## src/rtl/i2s_receiver.sv

```systemverilog
// -----------------------------------------------------------------------------
// i2s_receiver
//
// Oversampling Philips I2S deserialiser. sck, ws and sd are synchronised into
// the clk domain and every rising edge of the synchronised sck is treated as a
// "bit event". No logic is clocked by sck itself.
//
// Ports:
//   clk          system clock (sck high/low phases must each be >= 3 clk)
//   rst          asynchronous, active-high reset
//   sck          I2S bit clock (asynchronous)
//   ws           I2S word select (asynchronous), 0 = left, 1 = right
//   sd           I2S serial data, MSB first (asynchronous)
//   left_data    last complete left sample, MSB-aligned
//   right_data   last complete right sample, MSB-aligned
//   sample_valid one-clk strobe: left_data/right_data hold a new stereo pair.
//                This is a plain strobe with no ready/back-pressure; the
//                consumer must take the pair while it is held (until the
//                next strobe).
//   locked       high once the first ws transition after reset was seen
//
// Pipeline (clk edges counted from the first edge that sees sck = 1):
//   edge 1  sck_s1 <= 1
//   edge 2  sck_s2 <= 1            -> bit_event asserted combinationally
//   edge 3  shift register / word end registered
//   edge 4  FSM acts on the registered word end (locked, outputs, strobe)
// -----------------------------------------------------------------------------
module i2s_receiver #(
    parameter int DATA_WIDTH = 24,
    parameter int CNT_WIDTH  = 6
) (
    input  logic                  clk,
    input  logic                  rst,
    input  logic                  sck,
    input  logic                  ws,
    input  logic                  sd,
    output logic [DATA_WIDTH-1:0] left_data,
    output logic [DATA_WIDTH-1:0] right_data,
    output logic                  sample_valid,
    output logic                  locked
);

    typedef enum logic [0:0] {
        S_UNLOCKED = 1'b0,
        S_LOCKED   = 1'b1
    } state_t;

    localparam logic [CNT_WIDTH-1:0] FULL_CNT = CNT_WIDTH'(DATA_WIDTH);

    // ---------------------------------------------------------------
    // Input synchronisers; sck_s3 is the edge-detect history stage.
    // ---------------------------------------------------------------
    logic sck_s1, sck_s2, sck_s3;
    logic ws_s1, ws_s2;
    logic sd_s1, sd_s2;

    always_ff @(posedge clk or posedge rst) begin
        if (rst) begin
            sck_s1 <= 1'b0;
            sck_s2 <= 1'b0;
            sck_s3 <= 1'b0;
            ws_s1  <= 1'b0;
            ws_s2  <= 1'b0;
            sd_s1  <= 1'b0;
            sd_s2  <= 1'b0;
        end else begin
            sck_s1 <= sck;
            sck_s2 <= sck_s1;
            sck_s3 <= sck_s2;
            ws_s1  <= ws;
            ws_s2  <= ws_s1;
            sd_s1  <= sd;
            sd_s2  <= sd_s1;
        end
    end

    logic bit_event;
    logic ws_now;
    logic sd_bit;

    assign bit_event = sck_s2 & ~sck_s3;
    assign ws_now    = ws_s2;
    assign sd_bit    = sd_s2;

    // ---------------------------------------------------------------
    // Bit capture. The bit of each event belongs to channel ws_prev;
    // a change of ws marks that bit as the LSB slot of the word.
    // ---------------------------------------------------------------
    logic [DATA_WIDTH-1:0] shreg;
    logic [CNT_WIDTH-1:0]  bit_cnt;
    logic                  ws_prev;

    logic [DATA_WIDTH-1:0] shreg_nxt;
    logic [CNT_WIDTH-1:0]  cnt_nxt;
    logic [CNT_WIDTH-1:0]  shamt;
    logic [DATA_WIDTH-1:0] word_aligned;
    logic                  word_end;

    always_comb begin
        shreg_nxt = shreg;
        cnt_nxt   = bit_cnt;
        // Saturate: bits beyond DATA_WIDTH in long slots are dropped.
        if (bit_cnt < FULL_CNT) begin
            shreg_nxt = {shreg[DATA_WIDTH-2:0], sd_bit};
            cnt_nxt   = bit_cnt + CNT_WIDTH'(1);
        end
        // Short words are left-justified so unused LSBs read as zero.
        shamt        = FULL_CNT - cnt_nxt;
        word_aligned = shreg_nxt << shamt;
        word_end     = ws_now ^ ws_prev;
    end

    logic                  word_end_q;
    logic                  word_ch_q;
    logic [DATA_WIDTH-1:0] word_q;

    always_ff @(posedge clk or posedge rst) begin
        if (rst) begin
            shreg      <= '0;
            bit_cnt    <= '0;
            ws_prev    <= 1'b0;
            word_end_q <= 1'b0;
            word_ch_q  <= 1'b0;
            word_q     <= '0;
        end else begin
            word_end_q <= 1'b0;
            if (bit_event) begin
                ws_prev    <= ws_now;
                word_end_q <= word_end;
                if (word_end) begin
                    word_q    <= word_aligned;
                    word_ch_q <= ws_prev;
                    shreg     <= '0;
                    bit_cnt   <= '0;
                end else begin
                    shreg   <= shreg_nxt;
                    bit_cnt <= cnt_nxt;
                end
            end
        end
    end

    // ---------------------------------------------------------------
    // Lock / pairing FSM
    // ---------------------------------------------------------------
    state_t state, state_next;
    logic   load_left;
    logic   load_pair;
    logic   left_pending;
    logic [DATA_WIDTH-1:0] left_hold;

    always_ff @(posedge clk or posedge rst) begin
        if (rst) begin
            state <= S_UNLOCKED;
        end else begin
            state <= state_next;
        end
    end

    always_comb begin
        state_next = state;
        load_left  = 1'b0;
        load_pair  = 1'b0;
        case (state)
            // The first word after reset is almost always partial: drop it.
            S_UNLOCKED: begin
                if (word_end_q) begin
                    state_next = S_LOCKED;
                end
            end
            S_LOCKED: begin
                if (word_end_q) begin
                    if (!word_ch_q) begin
                        load_left = 1'b1;
                    end else if (left_pending) begin
                        load_pair = 1'b1;
                    end
                end
            end
            default: begin
                state_next = S_UNLOCKED;
            end
        endcase
    end

    assign locked = (state == S_LOCKED);

    // A second left word before a right word simply overwrites left_hold.
    always_ff @(posedge clk or posedge rst) begin
        if (rst) begin
            left_hold    <= '0;
            left_pending <= 1'b0;
            left_data    <= '0;
            right_data   <= '0;
            sample_valid <= 1'b0;
        end else begin
            sample_valid <= load_pair;
            if (load_left) begin
                left_hold    <= word_q;
                left_pending <= 1'b1;
            end
            if (load_pair) begin
                left_data    <= left_hold;
                right_data   <= word_q;
                left_pending <= 1'b0;
            end
        end
    end

endmodule

```

## config.mk

```make
export PLATFORM = sky130hd
export DESIGN_NAME = i2s_receiver
export DESIGN_NICKNAME = d
export VERILOG_FILES = /design/src/rtl/i2s_receiver.sv
export SDC_FILE = /design/constraint.sdc
export NUM_CORES = 1
export LEC_CHECK = 0
export CAP_MARGIN = 0
export CORE_MARGIN = 3
export CORE_UTILIZATION = 50
export CTS_CLUSTER_DIAMETER = 120
export CTS_CLUSTER_SIZE = 30
export DETAILED_ROUTE_END_ITERATION = 10
export PLACE_DENSITY = 0.71
export SETUP_SLACK_MARGIN = 0.15
export SKIP_CTS_REPAIR_TIMING = 1
export SKIP_LAST_GASP = 1
export SLEW_MARGIN = 30
export SYNTH_ARGS = -nofsm -noshare
export SYNTH_HDL_FRONTEND = slang
export SYNTH_SLANG_ARGS = --single-unit
```

## constraint.sdc

```tcl
create_clock -name clk -period 4.8 [get_ports clk]
set_clock_uncertainty 0.1 [all_clocks]
set_input_delay 0.96 -clock clk [delete_from_list [all_inputs] [get_ports clk]]
set_output_delay 0.96 -clock clk [all_outputs]
set_load 0.02 [all_outputs]
```

# --- Word-level counts from Yosys, hierarchy flattened ---
# Cells that the tools add are included.
totals:
  ff_bits: 139
  out_inout_bits: 50
  inputBits: 5
op_classes:
  n_bitwise: 3
  magnitude_cmp: 1
  reduce_logical: 2
  n_mux: 16
  n_addsub: 2
  shifts: 1
op_table:
  columns: ["operator", "n"]
  rows:
  - ["$mux W24", 2]
  - ["$shl A24 B6 Y24", 1]
  - ["$mux W1", 12]
  - ["$mux W6", 2]
  - ["$add A6 B1 Y6 const B", 1]
  - ["$lt A6 B5 Y1 const B", 1]
  - ["$sub A5 B6 Y6 const A", 1]
  - ["$reduce_and A2 Y1", 1]
  - ["$reduce_bool A2 Y1", 1]
  - ["$and A1 B1 Y1", 1]
  - ["$not A1 Y1", 1]
  - ["$xor A1 B1 Y1", 1]

# --- Depth between registers and ports, before layout ---
# Gate-level depths: netlist (run 1).
logic_depth:
  word_depth: 5
  ltp_mapped: 10
  mapped_depth_nobuf: 8

# --- Least setup slack after synthesis (run 1) ---
# No wires, ideal clock.
synth_path:
  kind: "register to register"
  startpoint: "register bit_cnt[1]"
  endpoint: "register word_q[19]"
  n_path_buf: 2
  setup_time_ns: 0.125
  required_ns: 4.575
  stages_incl_launch_ff: 11
  arrival_ns: 2.251
  path_slack_ns: 2.324
  synth_period_minus_slack_ns: 2.476
  cell_sequence: "dfrtp_1 > ha_1 > buf_2 > nand2b_1 > o221a_2 > nor2_4 > buf_6 > mux2i_1 > nor2_1 > o32ai_1 > o21ai_1"
synth_via:
  elab_chain_cells: 4
  word_cells_on_any_way: 6
synth_lines:
  columns: ["item", "line_no", "rtl"]
  rows:
  - ["start: declaration", "90", "logic [CNT_WIDTH-1:0] bit_cnt;"]
  - ["start signal: assignment", "137", "bit_cnt <= cnt_nxt;"]
  - ["$add A6 B1 Y6 / $lt A6 B5 Y1 (equally long branches)", "105, 103", null]
  - ["$mux W6", "103", "if (bit_cnt < FULL_CNT) begin"]
  - ["$sub A5 B6 Y6", "108", "shamt = FULL_CNT - cnt_nxt;"]
  - ["$shl A24 B6 Y24 *", "109", "word_aligned = shreg_nxt << shamt;"]
  - ["end signal: assignment", "131", "word_q <= word_aligned;"]
  - ["end: declaration", "115", "logic [DATA_WIDTH-1:0] word_q;"]
# Every way passes the cells marked *; elsewhere a longest branch is shown, timed or not.
# A chain may end at the register's enable or synchronous reset.

# --- Worst setup path after layout (run 1) ---
layout_path:
  startpoint: "register bit_cnt[3]"
  endpoint: "register word_q[21]"
# Same word-level chain as after synthesis.

==> results of run 1 <==
-- cells by family after synthesis --
| family | synth area share (%) |
|---|---|
| xor gates and xnor gates | 1.56 |
| buffers and inverters | 3.75 |
| muxes | 11.3 |
| adders and majority gates | 0.181 |
| AOI/OAI and AO/OA | 14.5 |
| DFF | 50.4 |
| and+or+nand+nor | 18.4 |
-- worst max-delay path, delay by kind of cell, from the launching register on --
kind            cells  cell delay, ns
compound gates      5            1.50
xor+xnor            1            0.77
flops               1            0.56
mux                 1            0.45
-- placed cells by master, fill, tap and decap left out, drive strengths merged, types with 5 or more instances in the layout --
cell type	Yosys	final
nand2	216	216
dfrtp	139	139
clkdlybuf4s50	0	54
mux2	35	35
nor2	35	35
mux2i	31	31
a22o	30	30
o21ai	26	26
a21oi	22	22
clkbuf	26	18
a31oi	16	16
nor3	14	14
buf	21	11
nand3	9	9
inv	7	9
xnor2	7	7
nand2b	6	6
o22ai	6	6
clkinv	0	6
nor2b	5	5
a211oi	5	5
o211ai	5	5
-- how the worst min path moves through the flow --
stage / start / slack (ns) / to
floorplan: sck_s1$_DFF_PP0_ / 0.23 / sck_s2$_DFF_PP0_
global route: sd_s1$_DFF_PP0_ / 0.26 / sd_bit$_DFF_PP0_
detailed placement: sck_s1$_DFF_PP0_ / 0.24 / sck_s2$_DFF_PP0_
finish: sck_s1$_DFF_PP0_ / 0.25 / sck_s2$_DFF_PP0_
CTS: sck_s1$_DFF_PP0_ / 0.25 / sck_s2$_DFF_PP0_
global placement: sck_s1$_DFF_PP0_ / 0.23 / sck_s2$_DFF_PP0_
-- cell type report --
class                   count  area, um^2  area share, %
clock buffers              18         439           5.40
clock inverters            14         165           2.03
inverters                   7        30.0          0.370
multi-input cells         522        3170           39.0
flip-flops and latches    139        3480           42.8
well taps                 176         220           2.71
repair buffers             65         623           7.67
-- sequential cells by signal, indices dropped and copies added, names as in the netlist, 6 cells and up --
signal / cells
bit_cnt: 6
left_data: 24
left_hold: 24
right_data: 24
shreg: 24
word_q: 24
-- layer usage --
layer / part of all wire (%) / up-vias / track usage [%]
met1: 46 / 2624 / 30.7
met3: 5.3 / 16 / 5.90
met4: 1.6 / 0 / 6.85
li1: - / 2579 / -
met2: 48 / 173 / 34.8
met5: 0 / - / 0
-- per-stage QoR --
step	cells	util (%)
6_report	941	60.6
5_1_grt	941	60.6
4_1_cts	941	60.6
3_5_place_dp	909	56.1
3_3_place_gp	909	56.1
2_1_floorplan	715	-
-- power by group --
part	switching (mW)	internal, mW	leakage, nW
sequential	0.0727	1.25	1.90
combinational	0.502	0.311	1.64
clock	0.521	0.789	0.286
total	1.10	2.35	3.83
==> out/qor.txt, run 1 <==
Status -> completed
Synth top cells by count -> nand2_1, dfrtp_1, mux2_2, nor2_1, a22o_1
Post-synth EDFFs -> 0
CP max stage delay -> 0.78 ns
Chip height -> 124 um
Max stage delay cell, worst path -> a21o_1
Sink Count -> 139
Place WS -> 1.37 ns
Synth Warn # -> 0
Synth area leader -> dfrtp_1
Detailed placement HPWL -> 11.3 mm
DP Area -> 7520 um^2
Lkg Pwr -> 3.83 nW
Share of the synthesized area in the top cell type -> 50.4%
Placeable core area -> 13,400 um^2
Final hold slack -> 0.246 ns
Reg2reg start -> bit_cnt[3]$_DFFE_PP0P_
PD cells -> 424 nW/um^2
DR pass1 iterations -> 5
Total number of vias -> 5,392
WL final -> 16.1 mm
Fraction of layout cells with a size suffix above 1 -> 12.7%
Setup WS post-layout -> 1.32 ns
CP dominant cell by count -> a21oi_1
Hold Vio Cnt, Final -> 0
Kind of critical path -> register to register
Final Cell Area -> 8130 um^2
Worst hold-check path type -> register to register
Initial antenna violation count -> 0
Die Width -> 124 um
Start point of the critical path -> bit_cnt[3]$_DFFE_PP0P_
Die Area -> 15,300 um^2
Clock-pin transition on the worst setup and hold timing paths -> 0.06 ns
H-tree depth -> 4
Std cell rows -> 42
Fin crit period -> 3.48 ns
RSZ-0062 raised after global routing -> no
Layout Area Growth over Synthesis -> 17.6%
Slew @ Worst Pin -> 0.914 ns
Vias in the first global route -> 5,078
Synthesized Nets -> 721
Starting Density -> 51.5%
CP Launch Type -> register
Top FF cell, synth -> dfrtp_1
Worst path cell trace -> a21o_1 -> mux2i_4 -> xnor3_1 -> a21oi_1 -> a21oi_1 -> a221oi_1 -> a311oi_1
Relative slew slack -> 39.1%
I/O pin total -> 55
Mapped cell area -> 6910 um^2
Initial DRC Count -> 370
Clock Latency Late Sink -> 0.42 ns
Vias per cell -> 5.73
Total gr overflow -> 0
Final Slew Violations -> 0
Max cap viols -> 0
Hold-critical path depth -> 0
# port buffers -> 54
Wire length of the first global-routing pass -> 26.5 mm
Setup TNS Final -> 0 ns
IR drop worst, VDD -> 0.216 mV
Largest net degree at the start of global routing -> 52
Arr. time, crit path -> 3.70 ns
WP data required -> 5.02 ns
Final Power -> 3.44 mW
Capturing point of the worst reg2reg path -> word_q[21]$_DFFE_PP0P_
Post-route DRC -> 0
R2R cell count -> 7
Fraction of registers with async set/reset -> 100%
Post-synthesis sequential area ratio -> 50.4%
Critical Path End Type -> register
Syn Area/Cell -> 9.66 um^2
Flops & latches, synth -> 139
Achievable Freq -> 287 MHz
Layout fillers -> 1,107
Library cells used by synthesis -> 65
Post-route ant nets -> 0
Top-count cell post-synth -> nand2_1
Routed len/inst -> 17.1 um
Period utilisation layout -> 72.5%
Area contributors post-synth -> dfrtp_1, nand2_1, mux2_2
Crit path max fanout -> 26
CP endpoint -> word_q[21]$_DFFE_PP0P_
Reg2Reg Setup Slack -> 1.32 ns
CTS root buffer -> clkbuf_16
Count of final setup violators -> 0
Clock Path Buffers -> 2
TritonCTS Buffers -> 17
# nets final -> 758
GP Congestion -> 0.911
Total GRT Usage -> 22.3%
CTS tree -> yes
Number of antenna diodes -> 0
Synth Instances -> 715
(Power assumes the default switching activity.)
==> run 2: changes to the inputs <==
Clock period 4.8 ns to 2.83 ns, I/O delays scaled along.
==> out/qor.txt, run 2 (synthesis results as in run 1) <==
# nets final -> 794 (was 758)
WL final -> 16.6 mm (was 16.1 mm)
RSZ-0062 raised after global routing -> yes (was no)
Max cap viols -> 0 (unchanged)
Clock Latency Late Sink -> 0.42 ns (about the same)
Post-route DRC -> 0 (unchanged)
Initial antenna violation count -> 0 (unchanged)
Wire length of the first global-routing pass -> 27.8 mm (was 26.5 mm)
Chip height -> 124 um (unchanged)
Most frequent cells in the layout -> nand2_1, dfrtp_1, clkdlybuf4s50_1, buf_4, nor2_1 (was nand2_1, dfrtp_1, clkdlybuf4s50_1, mux2_2, nor2_1)
Total number of vias -> 5,596 (was 5,392)
Start point of the critical path -> bit_cnt[0]$_DFFE_PP0P_ (was bit_cnt[3]$_DFFE_PP0P_)
Status -> completed (unchanged)
TritonCTS Buffers -> 17 (unchanged)
Std cell rows -> 42 (unchanged)
Achievable Freq -> 388 MHz (was 287 MHz)
CP Launch Type -> register (unchanged)
Worst path cell trace -> ha_4 -> nand2b_1 -> o221a_4 -> nor2_4 -> buf_4 -> mux2i_1 -> nand2_1 -> a21o_1 -> a32o_1 (was a21o_1 -> mux2i_4 -> xnor3_1 -> a21oi_1 -> a21oi_1 -> a221oi_1 -> a311oi_1)
Crit path max fanout -> 6 (was 26)
Detailed placement HPWL -> 11.8 mm (was 11.3 mm)
# port buffers -> 54 (unchanged)
Layout fillers -> 1,085 (was 1,107)
Fin cells -> 977 (was 941)
Reg2reg start -> bit_cnt[0]$_DFFE_PP0P_ (was bit_cnt[3]$_DFFE_PP0P_)
Routed len/inst -> 16.9 um (was 17.1 um)
GP Congestion -> 0.951 (was 0.911)
Relative slew slack -> 57.0% (was 39.1%)
Sink Count -> 139 (unchanged)
Fin crit period -> 2.58 ns (was 3.48 ns)
H-tree depth -> 4 (unchanged)
Reg2Reg Setup Slack -> 0.25 ns (was 1.32 ns)
WP data required -> 3.03 ns (was 5.02 ns)
Most common cell after layout, fill and taps aside -> nand2_1 (unchanged)
Period utilisation layout -> 91.2% (was 72.5%)
Lkg Pwr -> 4.05 nW (was 3.83 nW)
Die Area -> 15,300 um^2 (unchanged)
Setup TNS Final -> 0 ns (unchanged)
Post-route ant nets -> 0 (unchanged)
PD cells -> 738 nW/um^2 (was 424 nW/um^2)
Place WS -> 0.0882 ns (was 1.37 ns)
Kind of critical path -> register to register (unchanged)
Largest net degree at the start of global routing -> 88 (was 52)
Number of antenna diodes -> 0 (unchanged)
Placeable core area -> 13,400 um^2 (unchanged)
I/O pin total -> 55 (unchanged)
Worst hold-check path type -> register to register (unchanged)
Critical Path End Type -> register (unchanged)
Total GRT Usage -> 23.4% (was 22.3%)
Vias in the first global route -> 5,292 (was 5,078)
Placed insts -> 935 (was 909)
Max stage delay cell, worst path -> dfrtp_1 (was a21o_1)
Setup WS post-layout -> 0.250 ns (was 1.32 ns)
Die Width -> 124 um (unchanged)
Total gr overflow -> 0 (unchanged)
IR drop worst, VDD -> 0.358 mV (was 0.216 mV)
DR pass1 iterations -> 5 (unchanged)
CTS root buffer -> clkbuf_16 (unchanged)
Slew @ Worst Pin -> 0.645 ns (was 0.914 ns)
Count of final setup violators -> 0 (unchanged)
Hold Vio Cnt, Final -> 0 (unchanged)
Final Slew Violations -> 0 (unchanged)
Clock Path Buffers -> 2 (unchanged)
Layout Area Growth over Synthesis -> 24.6% (was 17.6%)
CP max stage delay -> 0.42 ns (was 0.78 ns)
CP Buf/Inv Count -> 1 (was 0)
Starting Density -> 51.5% (unchanged)
Vias per cell -> 5.73 (about the same)
CTS tree -> yes (unchanged)
Arr. time, crit path -> 2.78 ns (was 3.70 ns)
Initial DRC Count -> 351 (was 370)
CP top delay family -> compound AO/OA/AOI/OAI gates (unchanged)
Clock-pin transition on the worst setup and hold timing paths -> 0.06 ns (about the same)
HP Start -> sck_s1$_DFF_PP0_ (unchanged)
Fraction of layout cells with a size suffix above 1 -> 18.4% (was 12.7%)
run 2: cell types whose count changed in the layout (fill, tap and decap cells not counted), sizes merged:
cell,before,now
bufinv,2,5
clkinv,6,4
buf,11,46
clkinvlp,4,3
nor2,35,36
run 2: cell type report:
type                       count  area [um^2]  share of cell area, %
inverter                       7         30.0                  0.349
clock buffer                  18          439                   5.10
multi-input combinational    523         3290                   38.3
sequential                   139         3480                   40.4
tap                          176          220                   2.56
timing repair buffer         100          931                   10.8
clock inverter                14          215                   2.50
run 2: final timing paths:
check                      cells past startpoint                   endpoint
max reg2reg                                    9     word_q[18]$_DFFE_PP0P_
max in group asynchronous                      3      shreg[11]$_DFFE_PP0P_
min in group asynchronous                      3  left_data[20]$_DFFE_PP0P_
min                                            0           sck_s2$_DFF_PP0_
min reg2reg                                    0           sck_s2$_DFF_PP0_
max                                            9     word_q[18]$_DFFE_PP0P_
run 2: metrics by stage:
stage / util (%) / instance area [um^2] / power [mW] / hold WS [ns]
after floorplan: - / 6910 / 3.29 / 0.231
after global placement: 57.8 / 7740 / 3.77 / 0.232
after detailed placement: 57.8 / 7740 / 3.77 / 0.237
after CTS: 62.7 / 8400 / 6.22 / 0.249
after global routing: 64.2 / 8610 / 6.66 / 0.255
final: 64.2 / 8610 / 6.35 / 0.247
run 2: worst reg2reg max path: cells and delay by family, from the launching register on:
kind / cells / cell delay, ns
buf+inv: 1 / 0.14
mux: 1 / 0.28
fa+ha+maj: 1 / 0.33
compound gates: 3 / 0.76
flops: 1 / 0.42
simple gates: 3 / 0.44
run 2: report_power, final:
group	leakage, nW	internal (mW)	switching [mW]
logic	1.83	0.748	0.952
clock network	0.317	1.59	0.835
registers	1.90	2.11	0.112
run 2: per-layer routing:
metal	track usage, %	routed length, um	vias up
met5	0	0	-
met4	6.85	212	0
met3	4.57	704	15
met2	37.2	8040	152
met1	32.7	7600	2768
li1	-	-	2661
==> run 3: changes to the inputs <==
Settings changed: PLACE_DENSITY 0.71 to 0.73.
==> out/qor.txt, run 3 (synthesis results as in run 1) <==
Status -> completed (unchanged)
Fraction of layout cells with a size suffix above 1 -> 17.8% (was 18.4%)
CP top delay family -> compound AO/OA/AOI/OAI gates (unchanged)
Max stage delay cell, worst path -> ha_2 (was dfrtp_1)
Most common cell after layout, fill and taps aside -> nand2_1 (unchanged)
WL final -> 16.1 mm (was 16.6 mm)
CP max stage delay -> 0.40 ns (was 0.42 ns)
Placeable core area -> 13,400 um^2 (unchanged)
PD cells -> 723 nW/um^2 (was 738 nW/um^2)
Wire length of the first global-routing pass -> 27.2 mm (was 27.8 mm)
Met3 Routed Length -> 621 um (was 704 um)
Area of the multi-input gates -> 3280 um^2 (was 3290 um^2)
IR drop worst, VDD -> 0.379 mV (was 0.358 mV)
Post-route ant nets -> 0 (unchanged)
Total number of vias -> 5,452 (was 5,596)
WP data required -> 3.04 ns (was 3.03 ns)
Vias in the first global route -> 5,273 (was 5,292)
CTS root buffer -> clkbuf_16 (unchanged)
Count of final setup violators -> 0 (unchanged)
Setup WS post-layout -> 0.220 ns (was 0.250 ns)
# nets final -> 781 (was 794)
Std cell rows -> 42 (unchanged)
Crit path max fanout -> 13 (was 6)
Initial antenna violation count -> 0 (unchanged)
H-tree depth -> 4 (unchanged)
Post-route DRC -> 0 (unchanged)
Reg2Reg Setup Slack -> 0.22 ns (was 0.25 ns)
Period utilisation layout -> 92.2% (was 91.2%)
Fin crit period -> 2.61 ns (was 2.58 ns)
Top sig layer -> met4 (unchanged)
Routed len/inst -> 16.7 um (was 16.9 um)
Max cap viols -> 0 (unchanged)
Largest net degree at the start of global routing -> 94 (was 88)
CP Launch Type -> register (unchanged)
Total GRT Usage -> 22.8% (was 23.4%)
Number of antenna diodes -> 0 (unchanged)
Final Slew Violations -> 0 (unchanged)
Slew @ Worst Pin -> 0.616 ns (was 0.645 ns)
TritonCTS Buffers -> 17 (unchanged)
GP Congestion -> 0.946 (was 0.951)
Layout fillers -> 1,068 (was 1,085)
Starting Density -> 51.5% (unchanged)
Clock Latency Late Sink -> 0.42 ns (about the same)
DR pass1 iterations -> 4 (was 5)
CTS tree -> yes (unchanged)
Met1 WL -> 7.44 mm (was 7.60 mm)
DR WL met2 -> 7.81 mm (was 8.04 mm)
Kind of critical path -> register to register (unchanged)
Layout Area Growth over Synthesis -> 22.6% (was 24.6%)
Worst hold-check path type -> register to register (unchanged)
# port buffers -> 54 (unchanged)
RSZ-0062 raised after global routing -> yes (unchanged)
Sequential cell area -> 3480 um^2 (unchanged)
Sink Count -> 139 (unchanged)
Achievable Freq -> 383 MHz (was 388 MHz)
Clock Path Buffers -> 2 (unchanged)
Clock-pin transition on the worst setup and hold timing paths -> 0.06 ns (about the same)
Lkg Pwr -> 3.96 nW (was 4.05 nW)
CP Buf/Inv Count -> 1 (unchanged)
Most frequent cells in the layout -> nand2_1, dfrtp_1, clkdlybuf4s50_1, mux2_2, nor2_1 (was nand2_1, dfrtp_1, clkdlybuf4s50_1, buf_4, nor2_1)
Relative slew slack -> 58.9% (was 57.0%)
Setup TNS Final -> 0 ns (unchanged)
Die Width -> 124 um (unchanged)
Total gr overflow -> 0 (unchanged)
Detailed placement HPWL -> 11.5 mm (was 11.8 mm)
Die Area -> 15,300 um^2 (unchanged)
Chip height -> 124 um (unchanged)
Arr. time, crit path -> 2.82 ns (was 2.78 ns)
Hold Vio Cnt, Final -> 0 (unchanged)
Place WS -> 0.0440 ns (was 0.0882 ns)
Critical Path End Type -> register (unchanged)
Initial DRC Count -> 376 (was 351)
Vias per cell -> 5.66 (was 5.73)
Worst path cell trace -> ha_2 -> nand2b_1 -> o221a_2 -> nor2_4 -> buf_12 -> mux2i_2 -> nand2_1 -> a21o_1 -> a32o_1 (was ha_4 -> nand2b_1 -> o221a_4 -> nor2_4 -> buf_4 -> mux2i_1 -> nand2_1 -> a21o_1 -> a32o_1)
I/O pin total -> 55 (unchanged)
-- run 3: changes by cell type in the layout (fill, tap and decap cells not counted), moves of 2 or more --
cell / previous run / this run
mux2i_2: 4 / 7
mux2i_1: 24 / 20
clkinv_2: 3 / 0
bufinv_16: 5 / 2
inv_8: 0 / 4
buf_4: 42 / 29
nor2_1: 34 / 32
-- run 3: worst reg2reg max path, cell delays in order, from the launching register on --
cell and delay [ns]:
dfrtp_1 0.39, ha_2 0.40, nand2b_1 0.13, o221a_2 0.32, nor2_4 0.17, buf_12 0.18
mux2i_2 0.28, nand2_1 0.08, a21o_1 0.18, a32o_1 0.25
-- run 3: per-stage QoR --
| stage | instances | utilization (%) | total power, mW | hold slack, ns | cell area [um^2] |
|---|---|---|---|---|---|
| 2_1_floorplan | 715 | - | 3.29 | 0.231 | 6910 |
| 3_3_place_gp | 930 | 57.7 | 3.76 | 0.232 | 7730 |
| 3_5_place_dp | 930 | 57.7 | 3.78 | 0.237 | 7730 |
| 4_1_cts | 962 | 62.2 | 6.04 | 0.250 | 8330 |
| 5_1_grt | 964 | 63.2 | 6.43 | 0.252 | 8470 |
| 6_report | 964 | 63.2 | 6.12 | 0.247 | 8470 |
-- run 3: final cells by class --
class	count	share of cell area, %
Sequential cell	139	41.1
Multi-Input combinational cell	522	38.8
Timing Repair Buffer	88	10.0
Clock buffer	17	5.02
Tap cell	176	2.60
Clock inverter	15	2.13
Inverter	7	0.355
-- run 3: final timing paths --
path | end | from | cells after the start
hold reg to reg | sck_s2$_DFF_PP0_ | sck_s1$_DFF_PP0_ | 0
setup / recovery | word_q[18]$_DFFE_PP0P_ | bit_cnt[0]$_DFFE_PP0P_ | 9
min in group asynchronous | left_hold[23]$_DFFE_PP0P_ | rst | 3
setup reg to reg | word_q[18]$_DFFE_PP0P_ | bit_cnt[0]$_DFFE_PP0P_ | 9
hold / removal | sck_s2$_DFF_PP0_ | sck_s1$_DFF_PP0_ | 0
max in group asynchronous | shreg[15]$_DFFE_PP0P_ | rst | 3
-- run 3: power breakdown --
group	switching [mW]	total, mW	internal, mW
clock	0.916	2.25	1.33
sequential	0.114	2.23	2.11
combinational	0.940	1.65	0.706
-- run 3: metal layers --
metal / track usage, % / vias up
met5: 0 / -
met4: 6.71 / 0
met3: 5.12 / 16
met2: 36.2 / 138
met1: 31.4 / 2670
li1: - / 2628
